===== src/rtl/uart_link_driver_if.sv =====
// ============================================================================
//  Module      : uart_link_driver_if
//  Description : Source, UART-top and result signals of the UART link driver.
//  Revision    : 1.0 - initial release
// ============================================================================
`default_nettype none

interface uart_link_driver_if;
  logic        in_valid;
  logic [7:0]  in_data;
  logic        in_ready;
  logic        send;
  logic [7:0]  tx_data;
  logic        tx_active_flag;
  logic        tx_done_flag;
  logic        rx_done_flag;
  logic [7:0]  rx_data;
  logic [2:0]  error_flag;
  logic        out_valid;
  logic [7:0]  out_data;
  logic        out_err;
  logic        timeout;
  logic [15:0] pass_count;
  logic [15:0] fail_count;
  logic        busy;

  modport master (
    input  in_valid, in_data,
    output in_ready,
    output send, tx_data,
    input  tx_active_flag, tx_done_flag, rx_done_flag, rx_data, error_flag,
    output out_valid, out_data, out_err, timeout, pass_count, fail_count, busy
  );

  modport slave (
    output in_valid, in_data,
    input  in_ready,
    input  send, tx_data,
    output tx_active_flag, tx_done_flag, rx_done_flag, rx_data, error_flag,
    input  out_valid, out_data, out_err, timeout, pass_count, fail_count, busy
  );
endinterface

`default_nettype wire


===== src/rtl/uart_link_driver.sv =====
// ============================================================================
//  Module      : uart_link_driver
//  Description : Buffers bytes, sends one UART loopback frame per byte and
//                reports a pass/fail result per byte with saturating counters.
//  Revision    : 1.0 - initial release
// ============================================================================
`default_nettype none

module uart_link_driver #(
  parameter int FIFO_DEPTH = 4,
  parameter int TIMEOUT    = 1000000,
  parameter int TO_W       = 20
) (
  input  logic                clock,
  input  logic                reset,
  uart_link_driver_if.master  lnk
);

  localparam int c_addr_w = $clog2(FIFO_DEPTH);

  typedef enum logic [1:0] {
    S_IDLE   = 2'd0,
    S_SEND   = 2'd1,
    S_WAIT   = 2'd2,
    S_REPORT = 2'd3
  } state_t;

  state_t              r_state;
  state_t              w_state_nxt;
  logic [7:0]          r_mem [FIFO_DEPTH];
  logic [c_addr_w-1:0] r_wr_ptr;
  logic [c_addr_w-1:0] r_rd_ptr;
  logic [c_addr_w:0]   r_count;
  logic [7:0]          r_exp;
  logic [7:0]          r_rx_cap;
  logic [2:0]          r_err_cap;
  logic                r_tx_seen;
  logic                r_rx_seen;
  logic                r_to;
  logic [TO_W-1:0]     r_timer;
  logic [15:0]         r_pass;
  logic [15:0]         r_fail;

  logic w_full;
  logic w_empty;
  logic w_push;
  logic w_pop;
  logic w_timer_end;
  logic w_expired;
  logic w_report;
  logic w_bad;

  assign w_full      = (r_count == (c_addr_w+1)'(FIFO_DEPTH));
  assign w_empty     = (r_count == '0);
  assign w_push      = lnk.in_valid & ~w_full;
  assign w_pop       = (r_state == S_IDLE) & ~w_empty;
  assign w_timer_end = (r_timer == TO_W'(TIMEOUT - 1));
  assign w_report    = (r_state == S_REPORT);
  assign w_bad       = r_to | (r_rx_cap != r_exp) | (|r_err_cap);

  always_ff @(posedge clock) begin
    if (reset) begin
      r_state <= S_IDLE;
    end else begin
      r_state <= w_state_nxt;
    end
  end

  // Completion flags arriving in the expiry cycle are deliberately ignored:
  // the timeout wins and the frame is reported as failed.
  always_comb begin
    w_state_nxt = r_state;
    w_expired   = 1'b0;
    case (r_state)
      S_IDLE: begin
        if (!w_empty) w_state_nxt = S_SEND;
      end
      S_SEND: begin
        if (w_timer_end) begin
          w_expired   = 1'b1;
          w_state_nxt = S_REPORT;
        end else if (lnk.tx_active_flag) begin
          w_state_nxt = S_WAIT;
        end
      end
      S_WAIT: begin
        if (w_timer_end) begin
          w_expired   = 1'b1;
          w_state_nxt = S_REPORT;
        end else if ((r_tx_seen | lnk.tx_done_flag) && (r_rx_seen | lnk.rx_done_flag)) begin
          w_state_nxt = S_REPORT;
        end
      end
      S_REPORT: w_state_nxt = S_IDLE;
      default:  w_state_nxt = S_IDLE;
    endcase
  end

  always_ff @(posedge clock) begin
    if (w_push) r_mem[r_wr_ptr] <= lnk.in_data;
  end

  always_ff @(posedge clock) begin
    if (reset) begin
      r_wr_ptr  <= '0;
      r_rd_ptr  <= '0;
      r_count   <= '0;
      r_exp     <= '0;
      r_rx_cap  <= '0;
      r_err_cap <= '0;
      r_tx_seen <= 1'b0;
      r_rx_seen <= 1'b0;
      r_to      <= 1'b0;
      r_timer   <= '0;
      r_pass    <= '0;
      r_fail    <= '0;
    end else begin
      if (w_push) r_wr_ptr <= r_wr_ptr + c_addr_w'(1);
      if (w_pop)  r_rd_ptr <= r_rd_ptr + c_addr_w'(1);
      case ({w_push, w_pop})
        2'b10:   r_count <= r_count + (c_addr_w+1)'(1);
        2'b01:   r_count <= r_count - (c_addr_w+1)'(1);
        default: r_count <= r_count;
      endcase

      if (w_pop) begin
        r_exp     <= r_mem[r_rd_ptr];
        r_rx_cap  <= '0;
        r_err_cap <= '0;
        r_tx_seen <= 1'b0;
        r_rx_seen <= 1'b0;
        r_to      <= 1'b0;
        r_timer   <= '0;
      end else if (r_state == S_SEND || r_state == S_WAIT) begin
        r_timer <= r_timer + TO_W'(1);
      end

      if (r_state == S_WAIT) begin
        if (lnk.tx_done_flag) r_tx_seen <= 1'b1;
        if (lnk.rx_done_flag) begin
          r_rx_seen <= 1'b1;
          r_rx_cap  <= lnk.rx_data;
          r_err_cap <= lnk.error_flag;
        end
      end

      if (w_expired) r_to <= 1'b1;

      if (w_report) begin
        if (w_bad) begin
          if (r_fail != 16'hFFFF) r_fail <= r_fail + 16'd1;
        end else begin
          if (r_pass != 16'hFFFF) r_pass <= r_pass + 16'd1;
        end
      end
    end
  end

  assign lnk.in_ready   = ~w_full;
  assign lnk.send       = (r_state == S_SEND);
  assign lnk.tx_data    = r_exp;
  assign lnk.busy       = (r_state != S_IDLE);
  assign lnk.out_valid  = w_report;
  assign lnk.out_err    = w_report & w_bad;
  assign lnk.timeout    = w_report & r_to;
  assign lnk.out_data   = w_report ? (r_to ? r_exp : r_rx_cap) : 8'h00;
  assign lnk.pass_count = r_pass;
  assign lnk.fail_count = r_fail;

endmodule

`default_nettype wire


===== src/flat_wrapper.sv =====
// flat-port wrapper written by rule: the top's interface ports become plain ports
module uart_link_driver_flat 
#(
  parameter int FIFO_DEPTH = 4,
  parameter int TIMEOUT    = 1000000,
  parameter int TO_W       = 20
)
  (clock, reset, lnk_in_valid, lnk_in_data, lnk_in_ready, lnk_send, lnk_tx_data, lnk_tx_active_flag, lnk_tx_done_flag, lnk_rx_done_flag, lnk_rx_data, lnk_error_flag, lnk_out_valid, lnk_out_data, lnk_out_err, lnk_timeout, lnk_pass_count, lnk_fail_count, lnk_busy);
  uart_link_driver_if lnk_i ();
  input  logic clock;
  input  logic reset;
  input wire logic [$bits(lnk_i.in_valid)-1:0] lnk_in_valid;
  input wire logic [$bits(lnk_i.in_data)-1:0] lnk_in_data;
  output wire logic [$bits(lnk_i.in_ready)-1:0] lnk_in_ready;
  output wire logic [$bits(lnk_i.send)-1:0] lnk_send;
  output wire logic [$bits(lnk_i.tx_data)-1:0] lnk_tx_data;
  input wire logic [$bits(lnk_i.tx_active_flag)-1:0] lnk_tx_active_flag;
  input wire logic [$bits(lnk_i.tx_done_flag)-1:0] lnk_tx_done_flag;
  input wire logic [$bits(lnk_i.rx_done_flag)-1:0] lnk_rx_done_flag;
  input wire logic [$bits(lnk_i.rx_data)-1:0] lnk_rx_data;
  input wire logic [$bits(lnk_i.error_flag)-1:0] lnk_error_flag;
  output wire logic [$bits(lnk_i.out_valid)-1:0] lnk_out_valid;
  output wire logic [$bits(lnk_i.out_data)-1:0] lnk_out_data;
  output wire logic [$bits(lnk_i.out_err)-1:0] lnk_out_err;
  output wire logic [$bits(lnk_i.timeout)-1:0] lnk_timeout;
  output wire logic [$bits(lnk_i.pass_count)-1:0] lnk_pass_count;
  output wire logic [$bits(lnk_i.fail_count)-1:0] lnk_fail_count;
  output wire logic [$bits(lnk_i.busy)-1:0] lnk_busy;
  assign lnk_i.in_valid = lnk_in_valid;
  assign lnk_i.in_data = lnk_in_data;
  assign lnk_in_ready = lnk_i.in_ready;
  assign lnk_send = lnk_i.send;
  assign lnk_tx_data = lnk_i.tx_data;
  assign lnk_i.tx_active_flag = lnk_tx_active_flag;
  assign lnk_i.tx_done_flag = lnk_tx_done_flag;
  assign lnk_i.rx_done_flag = lnk_rx_done_flag;
  assign lnk_i.rx_data = lnk_rx_data;
  assign lnk_i.error_flag = lnk_error_flag;
  assign lnk_out_valid = lnk_i.out_valid;
  assign lnk_out_data = lnk_i.out_data;
  assign lnk_out_err = lnk_i.out_err;
  assign lnk_timeout = lnk_i.timeout;
  assign lnk_pass_count = lnk_i.pass_count;
  assign lnk_fail_count = lnk_i.fail_count;
  assign lnk_busy = lnk_i.busy;
  uart_link_driver #(.FIFO_DEPTH(FIFO_DEPTH), .TIMEOUT(TIMEOUT), .TO_W(TO_W)) u_core (.clock(clock), .reset(reset), .lnk(lnk_i));
endmodule

===== config.mk =====
export PLATFORM = sky130hd
export DESIGN_NAME = uart_link_driver_flat
export DESIGN_NICKNAME = d
export VERILOG_FILES = /design/src/rtl/uart_link_driver_if.sv /design/src/rtl/uart_link_driver.sv /design/src/flat_wrapper.sv
export SDC_FILE = /design/constraint.sdc
export NUM_CORES = 1
export LEC_CHECK = 0
export BUFFER_PORTS_ARGS = -buffer_cell sky130_fd_sc_hd__buf_2
export CELL_PAD_IN_SITES_DETAIL_PLACEMENT = 1
export CELL_PAD_IN_SITES_GLOBAL_PLACEMENT = 1
export CORE_MARGIN = 2
export CORE_UTILIZATION = 40
export CTS_CLUSTER_DIAMETER = 120
export DETAILED_ROUTE_END_ITERATION = 10
export PLACE_DENSITY = 0.77
export SLEW_MARGIN = 5
export SYNTH_ARGS = -nofsm -noshare
export SYNTH_HDL_FRONTEND = slang
export SYNTH_SLANG_ARGS = --single-unit

===== constraint.sdc =====
create_clock -name clock -period 2.26 [get_ports clock]
set_input_delay 0.113 -clock clock [delete_from_list [all_inputs] [get_ports clock]]
set_output_delay 0.113 -clock clock [all_outputs]
set_load 0.1 [all_outputs]

# [Word-level counts from Yosys, hierarchy flattened]
# Memories as Yosys holds them, arrays and structs flattened. A register that Yosys moved wholly into a read port is not among the register bits.
# Index checks and enable logic that the tools add are counted.
[word_totals] out_inout_bits=54 romBits=0 in_bits=25 reg_bits=75 n_memories=1 mem_bits_rw=32 latchBits=0
[mem_list] name="u_core.r_mem" depth=4 width=8 read_ports=1 rd_ports_with_merged_regs=1 wr=1 line="uart_link_driver.sv:30" text="logic [7:0] r_mem [FIFO_DEPTH];"
[op_classes] reduce_logical=13 n_addsub=7 eq_ne=13 n_lt_le_gt_ge=0 n_shift=0 multipliers=0 div_mod_pow=0 n_bitwise=11 mux=27
[op_table] operator="$mux W8" n=5
[op_table] operator="$add A16 B1 Y16 const B" n=2
[op_table] operator="$ne A16 B16 Y1 const B" n=2
[op_table] operator="$add A20 B1 Y20 const B" n=1
[op_table] operator="$eq A20 B20 Y1 const B" n=1
[op_table] operator="$mux W1" n=12
[op_table] operator="$mux W2" n=5
[op_table] operator="$mux W3" n=3
[op_table] operator="$reduce_and A3 Y1" n=3
[op_table] operator="$ne A8 B8 Y1" n=1
[op_table] operator="$pmux W2 S4" n=1
[op_table] operator="$eq A2 B2 Y1 const B" n=3
[op_table] operator="$ne A3 B1 Y1 const B" n=2
[op_table] operator="$pmux W3 S2" n=1
[op_table] operator="$reduce_bool A2 Y1" n=3
[op_table] operator="$add A2 B1 Y2 const B" n=2
[op_table] operator="$and A1 B1 Y1" n=4
[op_table] operator="$eq A2 B1 Y1 const B" n=2
[op_table] operator="$or A1 B1 Y1" n=4
[op_table] operator="$reduce_or A2 Y1" n=2
[op_table] operator="$add A3 B1 Y3 const B" n=1
[op_table] operator="$eq A3 B3 Y1 const B" n=1
[op_table] operator="$logic_not A3 Y1" n=1
[op_table] operator="$not A1 Y1" n=3
[op_table] operator="6 further kinds" n=6

# [Longest topological paths before layout]
# Gate-level depths: netlist of the first run.
[depth] depth_word=6 ltp_mapped=11

# [Worst setup path after synthesis of the first run]
# No wires, ideal clock.
[synth_timing] kind="register to register" startpoint="reg u_core.r_count[0]" endpoint="reg u_core.r_count[2]" stages_incl_launch_ff=11 setup_ps=70 setup_slack_ps=-760 required_time_ps=2190 synth_period_minus_slack_ps=3020 n_path_buf=0 arrival_time_ps=2950 cell_sequence="dfxtp_1 inv_1 nand3_1 and2_1 inv_1 ha_1 inv_1 fa_1 xor2_1 or3_1 a21oi_1"
[synth_between] elab_chain_cells=5
[synth_rtl] item="from (decl)" line="uart_link_driver.sv:33" text="logic [c_addr_w:0] r_count;"
[synth_rtl] item="from (signal assigned)" line="uart_link_driver.sv:121" text="2'b10: r_count <= r_count + (c_addr_w+1)'(1);"
[synth_rtl] item="from (signal assigned)" line="uart_link_driver.sv:122" text="2'b01: r_count <= r_count - (c_addr_w+1)'(1);"
[synth_rtl] item="from (signal assigned)" line="uart_link_driver.sv:123" text="default: r_count <= r_count;"
[synth_rtl] item="$eq A3 B3 Y1 (*)" line="uart_link_driver.sv:53" text="assign w_full = (r_count == (c_addr_w+1)'(FIFO_DEPTH));"
[synth_rtl] item="$not A1 Y1 (*)"
[synth_rtl] item="named net lnk_in_ready" line="flat_wrapper.sv:14" text="output wire logic [$bits(lnk_i.in_ready)-1:0] lnk_in_ready;"
[synth_rtl] item="$and A1 B1 Y1 (*)" line="uart_link_driver.sv:55" text="assign w_push = lnk.in_valid & ~w_full;"
[synth_rtl] item="$eq A2 B1 Y1 or $eq A2 B2 Y1 (tied branches)" line="uart_link_driver.sv:120" text="case ({w_push, w_pop})"
[synth_rtl] item="$pmux W3 S2 or $reduce_bool A2 Y1 (tied branches)"
# The timed path passes the listed nets; every way through them passes the cells marked *.
# A chain may end at the register's enable or synchronous reset.

# [Worst setup path in the final report of the first run]
[layout_timing] startpoint="reg u_core.r_err_cap[1]" endpoint="reg u_core.r_pass[13], in the netlist u_core.lnk.pass_count[13]"
[layout_between] elab_chain_cells=4
[layout_rtl] item="from (decl)" line="uart_link_driver.sv:36" text="logic [2:0] r_err_cap;"
[layout_rtl] item="from (signal assigned)" line="uart_link_driver.sv:143" text="r_err_cap <= lnk.error_flag;"
[layout_rtl] item="$reduce_or A3 Y1" line="uart_link_driver.sv:59" text="assign w_bad = r_to | (r_rx_cap != r_exp) | (|r_err_cap);"
[layout_rtl] item="$or A1 B1 Y1" line="uart_link_driver.sv:59"
[layout_rtl] item="$not A1 Y1 (no source line)"
[layout_rtl] item="$reduce_and A3 Y1 (no source line)"
[layout_rtl] item="to (signal assigned)" line="uart_link_driver.sv:153" text="if (r_pass != 16'hFFFF) r_pass <= r_pass + 16'd1;"
[layout_rtl] item="to (decl)" line="uart_link_driver.sv:41" text="logic [15:0] r_pass;"
# Every way passes these cells.

==> run_results.csv, run 1 <==
group,metric,value,unit
timing,fin_skew,0.005479,ns
logic_synthesis,synth_top_area_share,31.42,%
min_path,hold_class,"input pin to flop",
final_layout,stdcell_count,837,
floorplanning,coreArea,13090,sq um
cts,cts_buffer_depth,2,
logic_synthesis,synthTopCellsByCount,"83 x dfxtp_1, 42 x nand2_1, 39 x a21oi_1, 39 x nor2_1, 32 x edfxtp_1",
logic_synthesis,yosys.area.top_type,"dfxtp_1",
floorplanning,ios,79,
timing,rsz0062_at_grt,"true",
logic_synthesis,yosysWarnings,0,
cts,cts.sinks,115,
cts,clk_latency,0.42,ns
timing,final_hold_viol_count,0,
timing,drv_slew,0,
power_and_ir_drop,clockPowerShare,34.4,%
floorplanning,start_util,40.42,%
setup_path,required,2.56,ns
setup_path,crit_type,"flop to flop",
global_route,grt_pass1_wl,24910,um
timing,hold-worst-slack,0.1268,ns
placed_design,io_buffer_count,78,
detailed_routing,avgRoutedWirePerCell,18.59,um
cts,cts_buffers,17,
setup_path,crit_chain,"nor4_4 -> nand4_1 -> buf_4 -> or4_4 -> nor4_2 -> mux2_2",
logic_synthesis,synth-main-ff-cell,"dfxtp_1",
logic_synthesis,synth.most_common_cell,"dfxtp_1",
logic_synthesis,synth_seq_area_share,49.59,%
timing,fin_ws,-0.04058,ns
cts,cts_tree,"built",
setup_path,cp.arrival,2.60,ns
logic_synthesis,syn_inst,527,
timing,clock.fmax,434.7,MHz
detailed_routing,drt-initial-drc-count,290,
placed_design,hpwl,9862,um
logic_synthesis,netlist_top_cells_area,"dfxtp_1 31%, edfxtp_1 18%, a21oi_1 3.7%, xnor2_1 3.5%, mux4_2 3.4%",
detailed_routing,viasPerCell,5.489,
logic_synthesis,synth_edf_count,32,
detailed_routing,drc_errors,0,
setup_path,cp_slowest_stage_delay,0.55,ns
detailed_routing,drt-pass1-iter-count,6,
timing,tightest_slew,0.6051,ns
power_and_ir_drop,irDropWorstVdd,0.0006987,V
global_route,grt_max_degree,41,
setup_path,cp-start-kind,"flop",
power_and_ir_drop,power_switching,3.054,mW
timing,post-route-min-period,2.301,ns
power_and_ir_drop,p_int,4.863,mW
logic_synthesis,ys_async_sr_fraction,0,%
setup_path,end_kind,"flop",
power_and_ir_drop,p_seq_share,32.2,%
power_and_ir_drop,p_sw_share,38.57,%
timing,relSlewSlack,59.60,%
cts,cts_max_level,4,
power_and_ir_drop,p_leak,2.598,nW
logic_synthesis,netlist-cell-type-count,44,
floorplanning,rows,42,
setup_path,critPathSlowestCell,"or4_4",
global_route,antenna_found_initial,0,
power_and_ir_drop,pwr-share-comb,33.4,%
detailed_routing,ant_nets,0,
timing,timing.final.crit_share,101.8,%
timing,setup_viol,1,
final_layout,syn2layout_area_growth,34.52,%
final_layout,insertedDiodeCount,0,
logic_synthesis,synth-seq-cells,115,
global_route,gr-usage-all-layers,22.40,%
logic_synthesis,syn_nets,566,
job,cap_violations,0,
global_route,grt_pass1_vias,4845,
power_and_ir_drop,p_per_area,1113,nW/um^2
floorplanning,die-area,14160,sq um
logic_synthesis,syn_area,5289,sq um
placed_design,placedCellCount,774,
logic_synthesis,avgSynthCellArea,10.04,sq um
cts,cts.root.buffer_cell,"clkbuf_16",
placed_design,gp_congestion,0.8023,
cts,clkSlewWorstSetupHoldPaths,0.06,ns
run_status,violations,"negative setup slack",
floorplanning,dieHeight,119.0,um
final_layout,drive_above_1_share,35.10,%
detailed_routing,vias,4594,
setup_path,path_max_fanout,7,
final_layout,layout.nets,687,
detailed_routing,routed_wl,15560,um
floorplanning,die_x,119.0,um
run_status,outcome,"complete, but fails checks",
global_route,grt-ovfl-total,0,
-- critical path, delay by kind of cell, from the launching register on --
family                 cells  cell delay, ns
buffers and inverters      1            0.19
and+or+nand+nor            4            1.27
muxes                      1            0.37
DFF                        1            0.36
-- kinds of logic (layout without fill, tap and decap cells) --
group	count (synthesis)	in the layout	share of synthesized area [%]
AND/OR/NAND/NOR	212	213	21.60
flip-flops	115	115	49.59
AO/OA/AOI/OAI	88	88	10.50
buffers and inverters	44	177	3.312
XOR/XNOR	30	30	4.968
multiplexers	24	24	6.577
adder cells (fa/ha/maj)	14	14	3.454
-- timing repair --
| action | CTS | global route |
|---|---|---|
| pin swaps | 4 | 7 |
| gates resized for setup | 4 | 28 |
| cloned | 0 | 2 |
| endpoints found under the setup margin | 4 | 16 |
| buffers inserted | 1 | 7 |
| hold buffers | 21 | 0 |
| endpoints found under the hold margin | 45 | 0 |
-- metrics by stage --
| stage | instance area [sq um] | utilization [%] | setup slack (ns) | total power, mW | setup TNS [ns] |
|---|---|---|---|---|---|
| 2_1_floorplan | 5429 | - | -0.07993 | 4.306 | -0.07993 |
| 3_3_place_gp | 6103 | 46.64 | 0.06449 | 4.812 | 0 |
| 3_5_place_dp | 6103 | 46.64 | -0.0003730 | 4.944 | -0.0003730 |
| 4_1_cts | 6937 | 53.01 | 0.008218 | 7.786 | 0 |
| 5_1_grt | 7114 | 54.37 | -0.09916 | 8.306 | -0.4001 |
| 6_report | 7114 | 54.37 | -0.04058 | 7.916 | -0.04058 |
-- registers in the layout (all words and copies together), names as in the netlist --
signal                 count
u_core.lnk.tx_data         8
u_core.r_err_cap           3
u_core.r_rx_cap            8
u_core.r_tx_seen           1
u_core.r_rx_seen           1
u_core.r_state             2
u_core.lnk.pass_count     16
u_core.r_rd_ptr            2
u_core.r_wr_ptr            2
u_core.r_to                1
u_core.lnk.fail_count     16
u_core.r_timer            20
u_core.r_count             3
u_core.r_mem              32
-- worst paths after layout --
check / startpoint / endpoint / cells after the start / slack (ns)
max: u_core.r_err_cap[1]$_SDFF_PP0_ / u_core.lnk.pass_count[13]$_SDFFE_PP0P_ / 6 / -0.04
min: reset / u_core.r_rd_ptr[1]$_SDFFE_PP0P_ / 2 / 0.13
max reg2reg: u_core.r_err_cap[1]$_SDFF_PP0_ / u_core.lnk.pass_count[13]$_SDFFE_PP0P_ / 6 / -0.04
min reg2reg: u_core.r_rx_seen$_SDFF_PP0_ / u_core.r_rx_seen$_SDFF_PP0_ / 2 / 0.48
-- placed cells by master, fill, tap and decap left out, drive strengths merged, types with 11 or more instances in the layout --
| cell type | n |
|---|---|
| a21oi | 39 |
| a22o | 11 |
| buf | 107 |
| clkbuf | 18 |
| dfxtp | 83 |
| dlygate4sd3 | 21 |
| edfxtp | 32 |
| ha | 13 |
| inv | 24 |
| nand2 | 42 |
| nand3 | 23 |
| nor2 | 39 |
| nor2b | 18 |
| o31ai | 19 |
| or4 | 20 |
| xnor2 | 21 |
-- layout make-up --
| cell class | count | area (sq um) |
|---|---|---|
| clock buffers | 18 | 429.2 |
| clock inverters | 14 | 168.9 |
| fillers | 1452 | 5971 |
| inverters | 17 | 66.31 |
| multi-input cells | 369 | 2640 |
| flip-flops and latches | 115 | 2726 |
| well taps | 176 | 220.2 |
| repair buffers | 128 | 863.3 |
-- metal layers --
metal / track usage [%] / part of all wire (%)
met5: 0 / 0
met4: 7.887 / 2.3
met3: 6.418 / 4.2
met2: 40.55 / 54
met1: 24.97 / 40
-- power groups by stage --
stage	clock, mW	sequential (mW)	combinational (mW)
6_report	2.72	2.55	2.65
3_3_place_gp	0	2.56	2.25
5_1_grt	2.88	2.58	2.84
3_5_place_dp	0	2.58	2.36
2_1_floorplan	0	2.91	1.40
4_1_cts	2.78	2.54	2.46
Note: power is estimated with default switching activity, not from simulation.
==> inputs of run 2 (changes only) <==
- CORE_UTILIZATION: 40 -> 41
- CTS_BUF_LIST: unset -> sky130_fd_sc_hd__clkbuf_4 sky130_fd_sc_hd__clkbuf_8
- PLACE_DENSITY: 0.77 -> 0.79
==> run 2 against run 1 <==
Critical endpoint is now lnk_out_err. Largest power group is now sequential cells. The flow now finishes without violations. Flip-flop and latch count stayed put. Clock skew increased by 0.0093 ns. Cell count fell by 1.6%.
==> run_results.csv, run 2 (synthesis results as in run 1) <==
group,metric,value,unit
run_status,outcome,"completed",
global_route,grt-ovfl-total,0,
setup_path,critPathBufInv,4,
floorplanning,ios,79,
timing,tightest_slew,0.6080,ns
setup_path,required,2.15,ns
min_path,whs_path_depth,2,
final_layout,final_cell_mix,"77 x buf_2, 42 x nand2_1, 42 x dfxtp_1",
min_path,hold_start,"reset",
cts,cts.sinks,115,
timing,fin_ws,0.08807,ns
timing,final_hold_viol_count,0,
final_layout,syn2layout_area_growth,28.58,%
setup_path,r2r_end,"u_core.lnk.pass_count[7]$_SDFFE_PP0P_",
setup_path,crit_type,"flop to output pin",
power_and_ir_drop,p_per_area,1036,nW/um^2
floorplanning,die-area,13820,sq um
setup_path,cp_slowest_stage_delay,0.33,ns
setup_path,crit_family,"buffers and inverters",
final_layout,drive_above_1_share,32.98,%
detailed_routing,viasPerCell,5.467,
final_layout,layout.nets,678,
power_and_ir_drop,irDropWorstVdd,0.0006386,V
timing,setup_viol,0,
setup_path,path_max_fanout,3,
setup_path,cp-start-kind,"flop",
placed_design,hpwl,9582,um
timing,clock.fmax,460.4,MHz
setup_path,r2r_slack,0.11,ns
setup_path,ff2ff_path_depth,5,
global_route,antenna_found_initial,0,
job,cap_violations,0,
setup_path,end_kind,"output pin",
cts,clkSlewWorstSetupHoldPaths,0.08,ns
final_layout,insertedDiodeCount,0,
min_path,hold_end,"u_core.r_tx_seen$_SDFF_PP0_",
floorplanning,rows,41,
cts,cts_buffer_depth,2,
setup_path,r2r-start,"u_core.lnk.tx_data[3]$_SDFFE_PP0P_",
power_and_ir_drop,p_total,7.047,mW
global_route,gr-usage-all-layers,21.73,%
detailed_routing,vias,4505,
detailed_routing,drt-pass1-iter-count,5,
timing,hold-worst-slack,0.1305,ns
power_and_ir_drop,p_leak,2.464,nW
cts,clk_latency,0.45,ns
timing,timing.final.crit_share,96.10,%
global_route,grt_pass1_vias,4797,
setup_path,critPathMostFrequentCell,"buf_6",
setup_path,cp.arrival,2.06,ns
cts,cts_tree,"built",
timing,rsz0062_at_grt,"true",
global_route,grt_max_degree,40,
timing,post-route-min-period,2.172,ns
final_layout,reg_top3,"u_core.r_mem (32), u_core.r_timer (20)",
floorplanning,coreArea,12620,sq um
detailed_routing,routed_wl,14690,um
global_route,grt_pass1_wl,24030,um
final_layout,final_common_cell,"buf_2",
detailed_routing,avgRoutedWirePerCell,17.83,um
placed_design,pre_cts_slack,0.01553,ns
setup_path,crit_start,"u_core.r_err_cap[2]$_SDFF_PP0_",
detailed_routing,ant_nets,0,
floorplanning,die_x,117.6,um
cts,cts_max_level,4,
final_layout,largest_register_ff_count,32,
detailed_routing,drc_errors,0,
setup_path,cp.depth,7,
min_path,hold_class,"input pin to flop",
final_layout,regMostFlops,"u_core.r_mem",
placed_design,io_buffer_count,78,
placed_design,gp_congestion,0.7815,
detailed_routing,drt-initial-drc-count,260,
final_layout,fillers,1429,
cts,cts.root.buffer_cell,"clkbuf_8",
timing,fin_skew,0.01481,ns
setup_path,critPathSlowestCell,"dfxtp_1",
cts,cts_buffers,17,
setup_path,crit_chain,"nor4_2 -> nand4_1 -> buf_4 -> o31ai_4 -> buf_6 -> inv_1 -> buf_6",
floorplanning,dieHeight,117.6,um
timing,drv_slew,0,
timing,relSlewSlack,59.41,%
floorplanning,start_util,41.91,%
-- run 2: cell count changes in the layout (fill, tap and decap cells not counted), sizes merged --
cell	change
clkinv	+1
buf	-9
or4	-1
-- run 2: cell type report --
type	instances	area (sq um)	area share [%]
flip-flops and latches	115	2724	40.06
multi-input cells	368	2600	38.23
repair buffers	120	793.3	11.67
clock buffers	17	234.0	3.441
well taps	172	215.2	3.165
clock inverters	15	170.2	2.502
inverters	17	63.81	0.9384
-- run 2: worst max-delay path by stage --
stage	endpoint	slack, ns
after floorplan	u_core.r_count[2]$_SDFFE_PP0P_	-0.08
after global routing	lnk_out_err	-0.05
after global placement	u_core.r_state[0]$_SDFFE_PP0P_	0.13
after CTS	lnk_out_err	0.03
after detailed placement	u_core.lnk.pass_count[13]$_SDFFE_PP0P_	0.02
final	lnk_out_err	0.09
-- run 2: per-layer routing --
metal / part of all wire [%] / vias to the layer above / wire [um] / GRT usage [%]
met5: 0 / - / 0 / 0
met2: 52 / 107 / 7597 / 39.22
met3: 3.6 / 35 / 536 / 5.620
met4: 2.5 / 0 / 371 / 7.907
li1: - / 2157 / - / -
met1: 42 / 2206 / 6188 / 24.72
-- run 2: power by group --
part	switching (mW)	leakage, nW	total (mW)	internal, mW
logic	1.72	1.27	2.52	0.808
clock network	0.972	0.206	1.98	1.01
registers	0.206	0.991	2.54	2.34
total	2.89	2.46	7.05	4.15
-- run 2: metrics by stage --
stage               setup TNS, ns  util, %  instance area, sq um  cells
CTS                             0    53.20                  6714    821
floorplan                -0.07993        -                  5429    527
global placement                0    48.15                  6076    767
detailed placement              0    48.15                  6076    767
finish                          0    53.89                  6800    824
global route             -0.06668    53.89                  6800    824
-- run 2: what timing repair did --
| action | 4_1_cts | 5_1_grt |
|---|---|---|
| pin swaps | 1 | 4 |
| hold endpoints to repair | 44 | 1 |
| resized for setup | 4 | 14 |
| endpoints found under the setup margin | 1 | 21 |
| hold buffers | 20 | 1 |
| buffers inserted | 1 | 2 |
| gates cloned | 1 | 0 |
